### config.mk
export PLATFORM = sky130hd
export DESIGN_NAME = demo_input_scheduler
export DESIGN_NICKNAME = d
export VERILOG_FILES = /design/src/rtl/demo_input_scheduler.sv
export SDC_FILE = /design/constraint.sdc
export NUM_CORES = 1
export LEC_CHECK = 0
export CORE_MARGIN = 2
export CORE_UTILIZATION = 35
export DETAILED_ROUTE_END_ITERATION = 7
export GPL_TIMING_DRIVEN = 0
export PLACE_DENSITY = 0.54
export SLEW_MARGIN = 5
export SYNTH_ARGS = -nofsm -noshare
export SYNTH_HDL_FRONTEND = slang
export SYNTH_SLANG_ARGS = --single-unit
export TNS_END_PERCENT = 20
### constraint.sdc
create_clock -name vga_clk -period 2.52 [get_ports vga_clk]
set_input_delay 0.63 -clock vga_clk [delete_from_list [all_inputs] [get_ports vga_clk]]
set_output_delay 0.63 -clock vga_clk [all_outputs]
set_load 0.02 [all_outputs]
### src/rtl/demo_input_scheduler.sv
// Input scheduler for the cursor demo: owns the regime FSM, debounces the regime
// button and paces one valid/ready move request per step tick from the active source.
module demo_input_scheduler #(
  parameter int LOGO_CYCLES     = 100_000_000,
  parameter int STEP_DIV        = 10_000,
  parameter int DEBOUNCE_CYCLES = 250_000
) (
  input  logic        vga_clk,
  input  logic        rst,
  input  logic        js_button_a,
  input  logic        js_button_b,
  input  logic        js_button_c,
  input  logic        js_button_d,
  input  logic        js_button_f,
  input  logic [11:0] joystick_data_x,
  input  logic [11:0] joystick_data_y,
  input  logic [15:0] accel_data_x,
  input  logic [15:0] accel_data_y,
  input  logic        move_ready,
  output logic        move_valid,
  output logic [1:0]  move_dx,
  output logic [1:0]  move_dy,
  output logic [1:0]  regime,
  output logic        logo_active,
  output logic [7:0]  overrun_cnt
);

  localparam logic [1:0] LOGO = 2'b00;
  localparam logic [1:0] BTN  = 2'b11;
  localparam logic [1:0] ACC  = 2'b10;
  localparam logic [1:0] JOY  = 2'b01;

  localparam logic [1:0] STEP_ZERO = 2'b00;
  localparam logic [1:0] STEP_POS  = 2'b01;
  localparam logic [1:0] STEP_NEG  = 2'b11;

  localparam int LogoW = (LOGO_CYCLES > 1) ? $clog2(LOGO_CYCLES) : 1;
  localparam int StepW = (STEP_DIV > 1) ? $clog2(STEP_DIV) : 1;
  localparam int DebW  = (DEBOUNCE_CYCLES > 1) ? $clog2(DEBOUNCE_CYCLES) : 1;

  localparam logic [LogoW-1:0] LogoLast = LogoW'(LOGO_CYCLES - 1);
  localparam logic [StepW-1:0] StepLast = StepW'(STEP_DIV - 1);
  localparam logic [DebW-1:0]  DebLast  = DebW'(DEBOUNCE_CYCLES - 1);

  logic       btnA_q, btnB_q, btnC_q, btnD_q;
  logic [7:0] joyX_q, joyY_q;
  logic [7:0] accX_q, accY_q;

  logic            fMeta_q, fSync_q;
  logic            dbLevel_q, dbLevel_d;
  logic            dbLevelPrev_q;
  logic [DebW-1:0] dbCnt_q, dbCnt_d;
  logic            modePress;

  logic [1:0]       state_q, state_d;
  logic [LogoW-1:0] logoCnt_q, logoCnt_d;
  logic [StepW-1:0] stepCnt_q, stepCnt_d;
  logic             tick;

  logic [1:0] dirX, dirY;
  logic       accept, sampleTick;
  logic       moveValid_q, moveValid_d;
  logic [1:0] moveDx_q, moveDx_d;
  logic [1:0] moveDy_q, moveDy_d;
  logic [7:0] overrun_q, overrun_d;

  // Only the bits the direction decode looks at are registered; the rest are sunk here.
  logic unusedLowBits;
  assign unusedLowBits = ^{joystick_data_x[3:0], joystick_data_y[3:0],
                           accel_data_x[7:0], accel_data_y[7:0]};

  always_ff @(posedge vga_clk) begin
    if (rst) begin
      btnA_q <= 1'b1;
      btnB_q <= 1'b1;
      btnC_q <= 1'b1;
      btnD_q <= 1'b1;
      joyX_q <= 8'h00;
      joyY_q <= 8'h00;
      accX_q <= 8'h00;
      accY_q <= 8'h00;
    end else begin
      btnA_q <= js_button_a;
      btnB_q <= js_button_b;
      btnC_q <= js_button_c;
      btnD_q <= js_button_d;
      joyX_q <= joystick_data_x[11:4];
      joyY_q <= joystick_data_y[11:4];
      accX_q <= accel_data_x[15:8];
      accY_q <= accel_data_y[15:8];
    end
  end

  // The debounced level flips only after the synchronized button disagrees with it
  // for DEBOUNCE_CYCLES consecutive clocks; any agreement restarts the count.
  always_comb begin
    dbLevel_d = dbLevel_q;
    dbCnt_d   = '0;
    if (fSync_q != dbLevel_q) begin
      if (dbCnt_q == DebLast) begin
        dbLevel_d = fSync_q;
      end else begin
        dbCnt_d = dbCnt_q + DebW'(1);
      end
    end
  end

  always_ff @(posedge vga_clk) begin
    if (rst) begin
      fMeta_q       <= 1'b0;
      fSync_q       <= 1'b0;
      dbLevel_q     <= 1'b0;
      dbLevelPrev_q <= 1'b0;
      dbCnt_q       <= '0;
    end else begin
      fMeta_q       <= js_button_f;
      fSync_q       <= fMeta_q;
      dbLevel_q     <= dbLevel_d;
      dbLevelPrev_q <= dbLevel_q;
      dbCnt_q       <= dbCnt_d;
    end
  end

  assign modePress = dbLevel_q & ~dbLevelPrev_q;

  always_comb begin
    state_d   = state_q;
    logoCnt_d = logoCnt_q;
    case (state_q)
      LOGO: begin
        if (modePress || (logoCnt_q == LogoLast)) begin
          state_d = BTN;
        end else begin
          logoCnt_d = logoCnt_q + LogoW'(1);
        end
      end
      BTN: if (modePress) state_d = ACC;
      ACC: if (modePress) state_d = JOY;
      JOY: if (modePress) state_d = BTN;
      default: state_d = LOGO;
    endcase
  end

  assign tick      = (stepCnt_q == StepLast);
  assign stepCnt_d = tick ? '0 : stepCnt_q + StepW'(1);

  always_ff @(posedge vga_clk) begin
    if (rst) begin
      state_q   <= LOGO;
      logoCnt_q <= '0;
      stepCnt_q <= '0;
    end else begin
      state_q   <= state_d;
      logoCnt_q <= logoCnt_d;
      stepCnt_q <= stepCnt_d;
    end
  end

  // Screen rows grow downward, so "up" on every source maps to dy = -1.
  always_comb begin
    dirX = STEP_ZERO;
    dirY = STEP_ZERO;
    case (state_q)
      BTN: begin
        if (!btnD_q)      dirX = STEP_NEG;
        else if (!btnB_q) dirX = STEP_POS;
        if (!btnC_q)      dirY = STEP_POS;
        else if (!btnA_q) dirY = STEP_NEG;
      end
      ACC: begin
        if (accX_q == 8'h00)      dirX = STEP_NEG;
        else if (accX_q == 8'hFF) dirX = STEP_POS;
        if (accY_q == 8'h00)      dirY = STEP_POS;
        else if (accY_q == 8'hFF) dirY = STEP_NEG;
      end
      JOY: begin
        if (joyX_q > 8'hF0)      dirX = STEP_POS;
        else if (joyX_q < 8'h1F) dirX = STEP_NEG;
        if (joyY_q > 8'hF0)      dirY = STEP_NEG;
        else if (joyY_q < 8'h1F) dirY = STEP_POS;
      end
      default: ;
    endcase
  end

  assign accept     = moveValid_q & move_ready;
  assign sampleTick = tick & (state_q != LOGO);

  // A tick landing on the acceptance clock is discarded rather than counted as an overrun.
  always_comb begin
    moveValid_d = moveValid_q;
    moveDx_d    = moveDx_q;
    moveDy_d    = moveDy_q;
    overrun_d   = overrun_q;
    if (accept) begin
      moveValid_d = 1'b0;
    end
    if (sampleTick && !moveValid_q && ((dirX != STEP_ZERO) || (dirY != STEP_ZERO))) begin
      moveValid_d = 1'b1;
      moveDx_d    = dirX;
      moveDy_d    = dirY;
    end
    if (sampleTick && moveValid_q && !accept && (overrun_q != 8'hFF)) begin
      overrun_d = overrun_q + 8'd1;
    end
  end

  always_ff @(posedge vga_clk) begin
    if (rst) begin
      moveValid_q <= 1'b0;
      moveDx_q    <= STEP_ZERO;
      moveDy_q    <= STEP_ZERO;
      overrun_q   <= 8'h00;
    end else begin
      moveValid_q <= moveValid_d;
      moveDx_q    <= moveDx_d;
      moveDy_q    <= moveDy_d;
      overrun_q   <= overrun_d;
    end
  end

  assign move_valid  = moveValid_q;
  assign move_dx     = moveDx_q;
  assign move_dy     = moveDy_q;
  assign regime      = state_q;
  assign logo_active = (state_q == LOGO);
  assign overrun_cnt = overrun_q;

endmodule

-- Word level (Yosys, flattened, before mapping)
Cells that the tools add are included.
- logic and storage cells: 90
- register bits after elaboration: 114
- input port bits: 64
- output and inout bits: 16
- order comparisons: 4
- add/subtract/negate cells: 4
- mux-type cells: 21
- equality and inequality tests: 14
- reduce and logical (&&, ||, !) cells: 21
- bitwise logic cells: 6
- operators with widths (operator ; count):
    27-bit by 1-bit adder with 27-bit output, second input constant ; 1
    27-bit == test, second input constant ; 1
    2-bit two-way mux ; 13
    18-bit by 1-bit adder with 18-bit output, second input constant ; 1
    18-bit == test, second input constant ; 1
    8-bit == test, second input constant ; 2
    8-bit greater-than comparator, second input constant ; 2
    8-bit zero test ; 2
    8-bit by 5-bit less-than comparator with 1-bit output, second input constant ; 2
    14-bit by 1-bit adder with 14-bit output, second input constant ; 1
    14-bit == test, second input constant ; 1
    2-bit case mux with 3 select lines ; 2
    8-bit by 1-bit adder with 8-bit output, second input constant ; 1
    8-bit inequality test, second input constant ; 1
    2-bit case mux with 4 select lines ; 1
    2-bit nonzero test ; 4
    2-bit inequality test, second input constant ; 3
    1-bit logical AND ; 5
    1-bit two-way mux ; 5
    2-bit == test, second input constant ; 2
    2-bit AND reduction ; 2
    4-bit AND reduction ; 1
    1-bit AND ; 3
    1-bit NOT ; 3
    other kinds (8) ; 10

-- Depth between registers and ports, before layout
Gate-level depths: netlist of the first run.
- word-level depth: 8
- depth in mapped cells: 8
- mapped depth without buffers: 7

-- Least setup slack after synthesis of the first run
Ideal clock, no wire load.
- path kind: reg2reg
- start: reg state_q[0], in the netlist regime[0]
- end: reg logoCnt_q[15]
- path slack: 163 ps
- required time: 2450 ps
- buffers on the path: 2
- library setup time: 70 ps
- cell stages (with the launch flop): 8
- clock period less this slack: 2357 ps
- data arrival time: 2286 ps
- cells stage by stage: dfxtp_1 clkbuf_1 nor2_2 nand3_1 or3_1 clkbuf_1 or3_1 a21oi_1
- cells in the longest elaborated chain, start to end: 2
- RTL lines (element ; RTL line ; source):
    from (decl) ; 55 ; logic [1:0] state_q, state_d;
    from (signal assigned) ; 153 ; state_q <= state_d;
    2-bit zero test ; -- ;
    named net logo_active ; 24 ; output logic logo_active,
    2-bit AND reduction (no line) ; -- ;
    to (signal assigned) ; 154 ; logoCnt_q <= logoCnt_d;
    to (decl) ; 56 ; logic [LogoW-1:0] logoCnt_q, logoCnt_d;
The timed path passes the listed nets, and every way through them passes these cells.
A chain may end at the register's enable or synchronous reset.

-- Final worst setup path of the first run
- start: reg stepCnt_q[5]
- end: reg stepCnt_q[6]
- cells in the longest elaborated chain, start to end: 2
- elaborated cells between the ends (all ways): 3
- those cells by class: add/sub (1); eq/ne (1); reduce/logical (1)
- RTL lines (element ; RTL line ; source):
    from (decl) ; 57 ; logic [StepW-1:0] stepCnt_q, stepCnt_d;
    from (signal assigned) ; 155 ; stepCnt_q <= stepCnt_d;
    parallel branches: the longest is 2 deep, another holds 14-bit by 1-bit adder with 14-bit output ; -- ;
Parallel ways; which one is timed is not known.

==> run metrics, run 1 <==
status=finished, final reports clean; HP Class=register to register; grt total ovfl=0; syn_area_per_cell=about 9.0 µm²; post-DR wirelength/cell=about 13 µm; GR Util met1=0.181; Cell Pwr Density=roughly 730 mW/mm²; synth top area cells=dfxtp_1 49%, xnor2_1 7.2%, nor2_1 7.0%, nor2b_1 4.9%, xor2_1 4.2%; placed cell count=approximately 740; CTS hold repair buffers=0; Max rail drop VDD=around 0.44 mV; flops & latches, synth=114; R2R Path Start=stepCnt_q[5]$_SDFF_PP0_; Arr. time, crit path=2.77 ns; Post-synth EDFFs=0; grt met2 use=0.236; Max Cap Viol=0; Worst Skew=approximately 0.0050 ns; H-Tree Depth=4; die extent in y=roughly 120 µm; Inserted Diodes=0; final wirelength=just under 10000 µm; CP Capture Type=register; Worst EP required=2.80 ns; RSZ-0062 raised after global routing=yes; floorplan core area=approximately 0.013 mm²; largest family of logic cells by synthesized area=simple AND/OR/NAND/NOR gates; vias in the first global route=between 3000 and 4000; final worst-path cycle share=0.989; proportion of layout cells with a drive suffix above 1=0.0950; Compound-Gate Fraction of Synth Area=0.0402; remaining antenna violation count after routing=0; initial core utilization=0.363; Post-Synth XOR/XNOR Area=0.114; CTS root buffer=clkbuf_16; I/O Buffers=55; Critical Path End=stepCnt_q[6]$_SDFF_PP0_; initial antenna violation count=0; Final nets=655; GPL Wtd Cong=0.789; Vias/cell=about 4.7; Post-Synth Simple-Gate Area=0.309; maximum clock path buffer count=2; cell area after synthesis=between 0.004 and 0.005 mm²; number of I/O pins=80; first-pass GRT wire length=around 17000 µm; Pre-antenna DRT Iters=4; most common cell in the netlist=dfxtp_1; clk_lat worst skew=around 0.4 ns; largest net degree at the start of global routing=17; cell accounting for the most synthesized area=dfxtp_1; R2R Setup Slk=~0.028 ns; die width=between 100 and 150 µm; # setup viols final=0; worst reg2reg endpoint=stepCnt_q[6]$_SDFF_PP0_; FP Rows=around 40; DRC viols=0; DR iter-0 viols=between 100 and 150; slew margin rel.=0.396; highest clock rate=around 400 MHz; Seq/Total Area, Yosys=0.495; min cycle time layout=between 2 and 2.5 ns; CTS tree=done; Yosys Warn Count=0; GRT Total Usage=0.150; Post-synth top flop=dfxtp_1; max-slew violations=0; area added between synthesis and finish=31.0%; CTS buffer count=17; WS Path Type=register to register; Setup crit start=stepCnt_q[5]$_SDFF_PP0_; post-synthesis adder-cell area fraction=0.0109; via count=approximately 3600; CP Launch Type=register; CTS sink cnt=114; Mapped Nets=just under 600; most instantiated cells after synthesis=114 x dfxtp_1, 86 x nor2_1, 38 x xnor2_1; Synth top area share=0.495; Leak=between 2 and 2.5 nW; Die ar.=approximately 0.014 mm²; clk slew on worst S/H paths=0.05 ns; asr flop ratio synth=0; busiest grt layer=met2; Detail Placement HPWL=between 6000 and 7000 µm; mux cell area share after synthesis=0.00651; cell count after synthesis=between 500 and 600; Worst-Margin Slew=0.897 ns; Place WS=-0.107 ns; R2R depth=5; Layout Cells excl Fill=772; post-synth cell types=43; CP Max Fanout=10; GR Util met3=0.0478; final worst slack=approximately 0.028 ns; final hold violation count=0
==> worst max-delay path, stage by stage (launching register included) <==
cell and delay (ns):
dfxtp_1 0.36, or4b_4 0.53, or4_2 0.73, nand2b_1 0.22, clkbuf_1 0.42, nor2_1 0.10
==> logic make-up after synthesis <==
kind of cell / after synthesis
and+or+nand+nor: 270
DFF: 114
xor gates and xnor gates: 60
buffers and inverters: 30
AOI/OAI and AO/OA: 29
adders and majority gates: 4
muxes: 3
==> layout make-up <==
class	instances	area (µm²)
Multi-Input combinational cell	366	2260
Timing Repair Buffer	58	573
Fill cell	1299	6680
Sequential cell	114	2280
Inverter	14	52.6
Clock buffer	20	457
Buffer	16	65.1
Tap cell	172	215
Clock inverter	12	138
==> worst min path at each step <==
stage | start | endpoint | depth (start not counted)
final | fMeta_q$_SDFF_PP0_ | fSync_q$_SDFF_PP0_ | 1
after global routing | fMeta_q$_SDFF_PP0_ | fSync_q$_SDFF_PP0_ | 1
after CTS | fMeta_q$_SDFF_PP0_ | fSync_q$_SDFF_PP0_ | 1
after detailed placement | fMeta_q$_SDFF_PP0_ | fSync_q$_SDFF_PP0_ | 1
after global placement | fMeta_q$_SDFF_PP0_ | fSync_q$_SDFF_PP0_ | 1
after floorplan | fMeta_q$_SDFF_PP0_ | fSync_q$_SDFF_PP0_ | 1
==> per-stage QoR <==
stage,total power [mW],instance area [µm²],utilization,TNS [ns],hold WS (ns)
after floorplan,1.98,4610,-,0,0.414
after detailed placement,2.08,5380,0.423,-1.45,0.430
final,4.43,6040,0.475,0,0.440
after global placement,2.07,5380,0.423,-0.603,0.431
after CTS,4.49,6000,0.472,-0.135,0.443
after global routing,4.61,6040,0.475,-0.766,0.458
==> metal layers <==
metal  vias up  part of all wire
met5         -                 0
met3        17             0.052
met4         0             0.022
met1      1660              0.47
li1       1908                 -
met2        62              0.46
==> layout by cell type, fill, tap and decap left out, types with 4 or more instances in the layout <==
master,instances
clkinv_2,8
and3_1,7
nand3_1,21
o21ai_0,7
a21oi_1,10
nand2_1,27
inv_1,14
xor2_1,22
nand2b_1,4
xnor2_1,38
nand4_1,21
nor2_1,86
or4_1,5
nor4_1,13
buf_4,4
nor2b_1,36
or2_2,8
or3_1,8
nor3_1,15
ha_1,4
dfxtp_1,114
clkbuf_16,17
clkdlybuf4s50_1,55
clkbuf_1,15
==> where the power goes <==
| part | internal, mW | switching, mW |
|---|---|---|
| logic | 0.0968 | 0.0665 |
| registers | 1.85 | 0.0257 |
| clock network | 1.59 | 0.804 |
| total | 3.53 | 0.897 |
==> flip-flops by register name, indices dropped and copies added, names as in the netlist <==
register	count
move_dx	2
dbLevelPrev_q	1
move_valid	1
move_dy	2
accX_q	8
joyY_q	8
stepCnt_q	14
btnD_q	1
dbLevel_q	1
logoCnt_q	27
btnA_q	1
regime	2
fSync_q	1
joyX_q	8
fMeta_q	1
dbCnt_q	18
btnC_q	1
accY_q	8
overrun_cnt	8
btnB_q	1
==> timing repair <==
action,4_1_cts,5_1_grt
gates resized for setup,3,8
pin swaps,2,1
gates cloned,0,0
endpoints found under the hold margin,0,0
setup endpoints to repair,18,41
buffers inserted,1,2
Power figures use the tool's default switching activity.
==> inputs of run 2 (changes only) <==
clock period = 2.7 ns   (was 2.52 ns; I/O delays follow)
==> run 2 against run 1 <==
Compared with the run above:
- combinational power down 7%
- total power down 6.8%
- count of clock-buffer cells in the layout unchanged
- non-clock buffer count unchanged
- clock skew about the same
- fmax down 2.5%
- via count up 0.22%
- setup slack better by 0.12 ns
- design area down 0.58%
- die area unchanged
- core utilization down 0.28 points
- global-route usage about the same
- critical path type unchanged
==> run metrics, run 2 (synthesis gave the netlist of run 1 again) <==
status=finished, final reports clean; Hold Path Cell Cnt=1 (unchanged); post-DR wirelength/cell=12.6 µm (-0.29%); Final nets=655 (unchanged); Die ar.=0.0141 mm² (unchanged); Max Cap Viol=0 (unchanged); final wirelength=9720 µm (-0.29%); floorplan core area=0.0127 mm² (unchanged); fin util=0.472 (-0.00275); most flop-heavy register=logoCnt_q; Detail Placement HPWL=6970 µm (unchanged); DRC viols=0 (unchanged); filler cell count=1304 (+0.38%); I/O Buffers=55 (unchanged); largest net degree at the start of global routing=17 (unchanged); FP Rows=41 (unchanged); final worst-path cycle share=0.947 (-0.0420); vias in the first global route=3627 (+0.083%); HP Class=register to register; clk slew on worst S/H paths=0.05 ns (about the same); commonest non-fill, non-tap cell in the layout=dfxtp_1; CTS root buffer=clkbuf_16; CP Max Fanout=8 (-2); proportion of layout cells with a drive suffix above 1=0.0883 (-0.00667); remaining antenna violation count after routing=0 (unchanged); CTS buffer count=17 (unchanged); most frequent cells in the layout=114 x dfxtp_1, 86 x nor2_1, 55 x clkdlybuf4s50_1; Leak=2.03 nW (-1.1%); GRT Total Usage=0.150 (about the same); CTS tree=done; max reg flops=27 (unchanged); maximum clock path buffer count=2 (unchanged); clk_lat worst skew=0.41 ns (about the same); CP max stage cell=or4_4; Worst Path Buf+Inv=0 (-1); Inserted Diodes=0 (unchanged); crit-path cells=or4b_4, or4_4, nor4_4, and3b_1, xnor2_1, nor2_1; initial core utilization=0.363 (unchanged); CP Depth=6 (+1); min cycle time layout=2.56 ns (+0.0645 ns); GPL Wtd Cong=0.789 (unchanged); number of I/O pins=80 (unchanged); Critical Path Max Stage Delay=0.57 ns (-0.16 ns); worst hold slack=0.440 ns (-0.00000800 ns); initial antenna violation count=0 (unchanged); highest clock rate=391 MHz (-2.5%); H-Tree Depth=4 (unchanged); final hold violation count=0 (unchanged); first-pass GRT wire length=16800 µm (-0.16%); Cell Pwr Density=688 mW/mm² (-6.2%); # setup viols final=0 (unchanged); RSZ-0062 raised after global routing=no; die extent in y=119 µm (unchanged); CTS sink cnt=114 (unchanged); area added between synthesis and finish=30.2%; Top delay family on crit path=simple AND/OR/NAND/NOR gates; Pre-antenna DRT Iters=4 (unchanged); Worst-Margin Slew=0.844 ns (-0.0534 ns); via count=3655 (+0.22%); max-slew violations=0 (unchanged); slew margin rel.=0.432 (+0.0359); grt total ovfl=0 (unchanged); R2R depth=6 (+1); DR iter-0 viols=133 (-8.9%); CP Capture Type=register; Arr. time, crit path=2.83 ns (+0.06 ns); Top Registers=logoCnt_q x27, dbCnt_q x18, stepCnt_q x14; WS Path Type=register to register; Worst EP required=2.98 ns (+0.18 ns); die width=119 µm (unchanged); Fin Setup TNS=0 ns (unchanged); CP Launch Type=register; Max rail drop VDD=0.408 mV (-7.2%); Worst Skew=0.00544 ns (+0.000464 ns); Vias/cell=4.73 (+0.22%)
[run 2: layout make-up]
type	count	area, µm²	area share
well taps	172	215	0.0358
clock inverters	12	138	0.0229
inverters	14	52.6	0.00875
repair buffers	58	573	0.0954
plain buffers	16	61.3	0.0102
multi-input cells	366	2230	0.371
clock buffers	20	457	0.0760
flip-flops and latches	114	2280	0.380
[run 2: where the power goes]
group | internal [mW] | switching, mW
registers | 1.73 | 0.0239
clock network | 1.48 | 0.747
logic | 0.0902 | 0.0619
total | 3.30 | 0.832
[run 2: path summary, 6_finish.rpt]
kind / start / end / slack (ns)
hold / removal: fMeta_q$_SDFF_PP0_ / fSync_q$_SDFF_PP0_ / 0.44
setup / recovery: stepCnt_q[5]$_SDFF_PP0_ / overrun_cnt[7]$_SDFFE_PP0P_ / 0.14
setup reg to reg: stepCnt_q[5]$_SDFF_PP0_ / overrun_cnt[7]$_SDFFE_PP0P_ / 0.14
hold reg to reg: fMeta_q$_SDFF_PP0_ / fSync_q$_SDFF_PP0_ / 0.44
[run 2: stage by stage]
| step | power (mW) | instance area [µm²] | worst slack [ns] | cells |
|---|---|---|---|---|
| floorplan | 1.85 | 4610 | 0.343 | 510 |
| global route | 4.30 | 6010 | 0.00134 | 772 |
| CTS | 4.19 | 5980 | 0.0126 | 769 |
| global placement | 1.94 | 5380 | 0.0772 | 737 |
| finish | 4.13 | 6010 | 0.144 | 772 |
| detailed placement | 1.94 | 5380 | 0.0278 | 737 |
[run 2: metal layers]
metal	GRT usage	share of wire
met5	0	0
met1	0.180	0.46
met2	0.237	0.46
met3	0.0478	0.054
met4	0.0804	0.018
[run 2: repair_timing]
| action | 4_1_cts | 5_1_grt |
|---|---|---|
| setup endpoints to repair | 1 | 5 |
| buffers inserted | 0 | 3 |
| pin swaps | 1 | 1 |
| gates resized for setup | 1 | 1 |
| endpoints found under the hold margin | 0 | 0 |
| hold buffers | 0 | 0 |
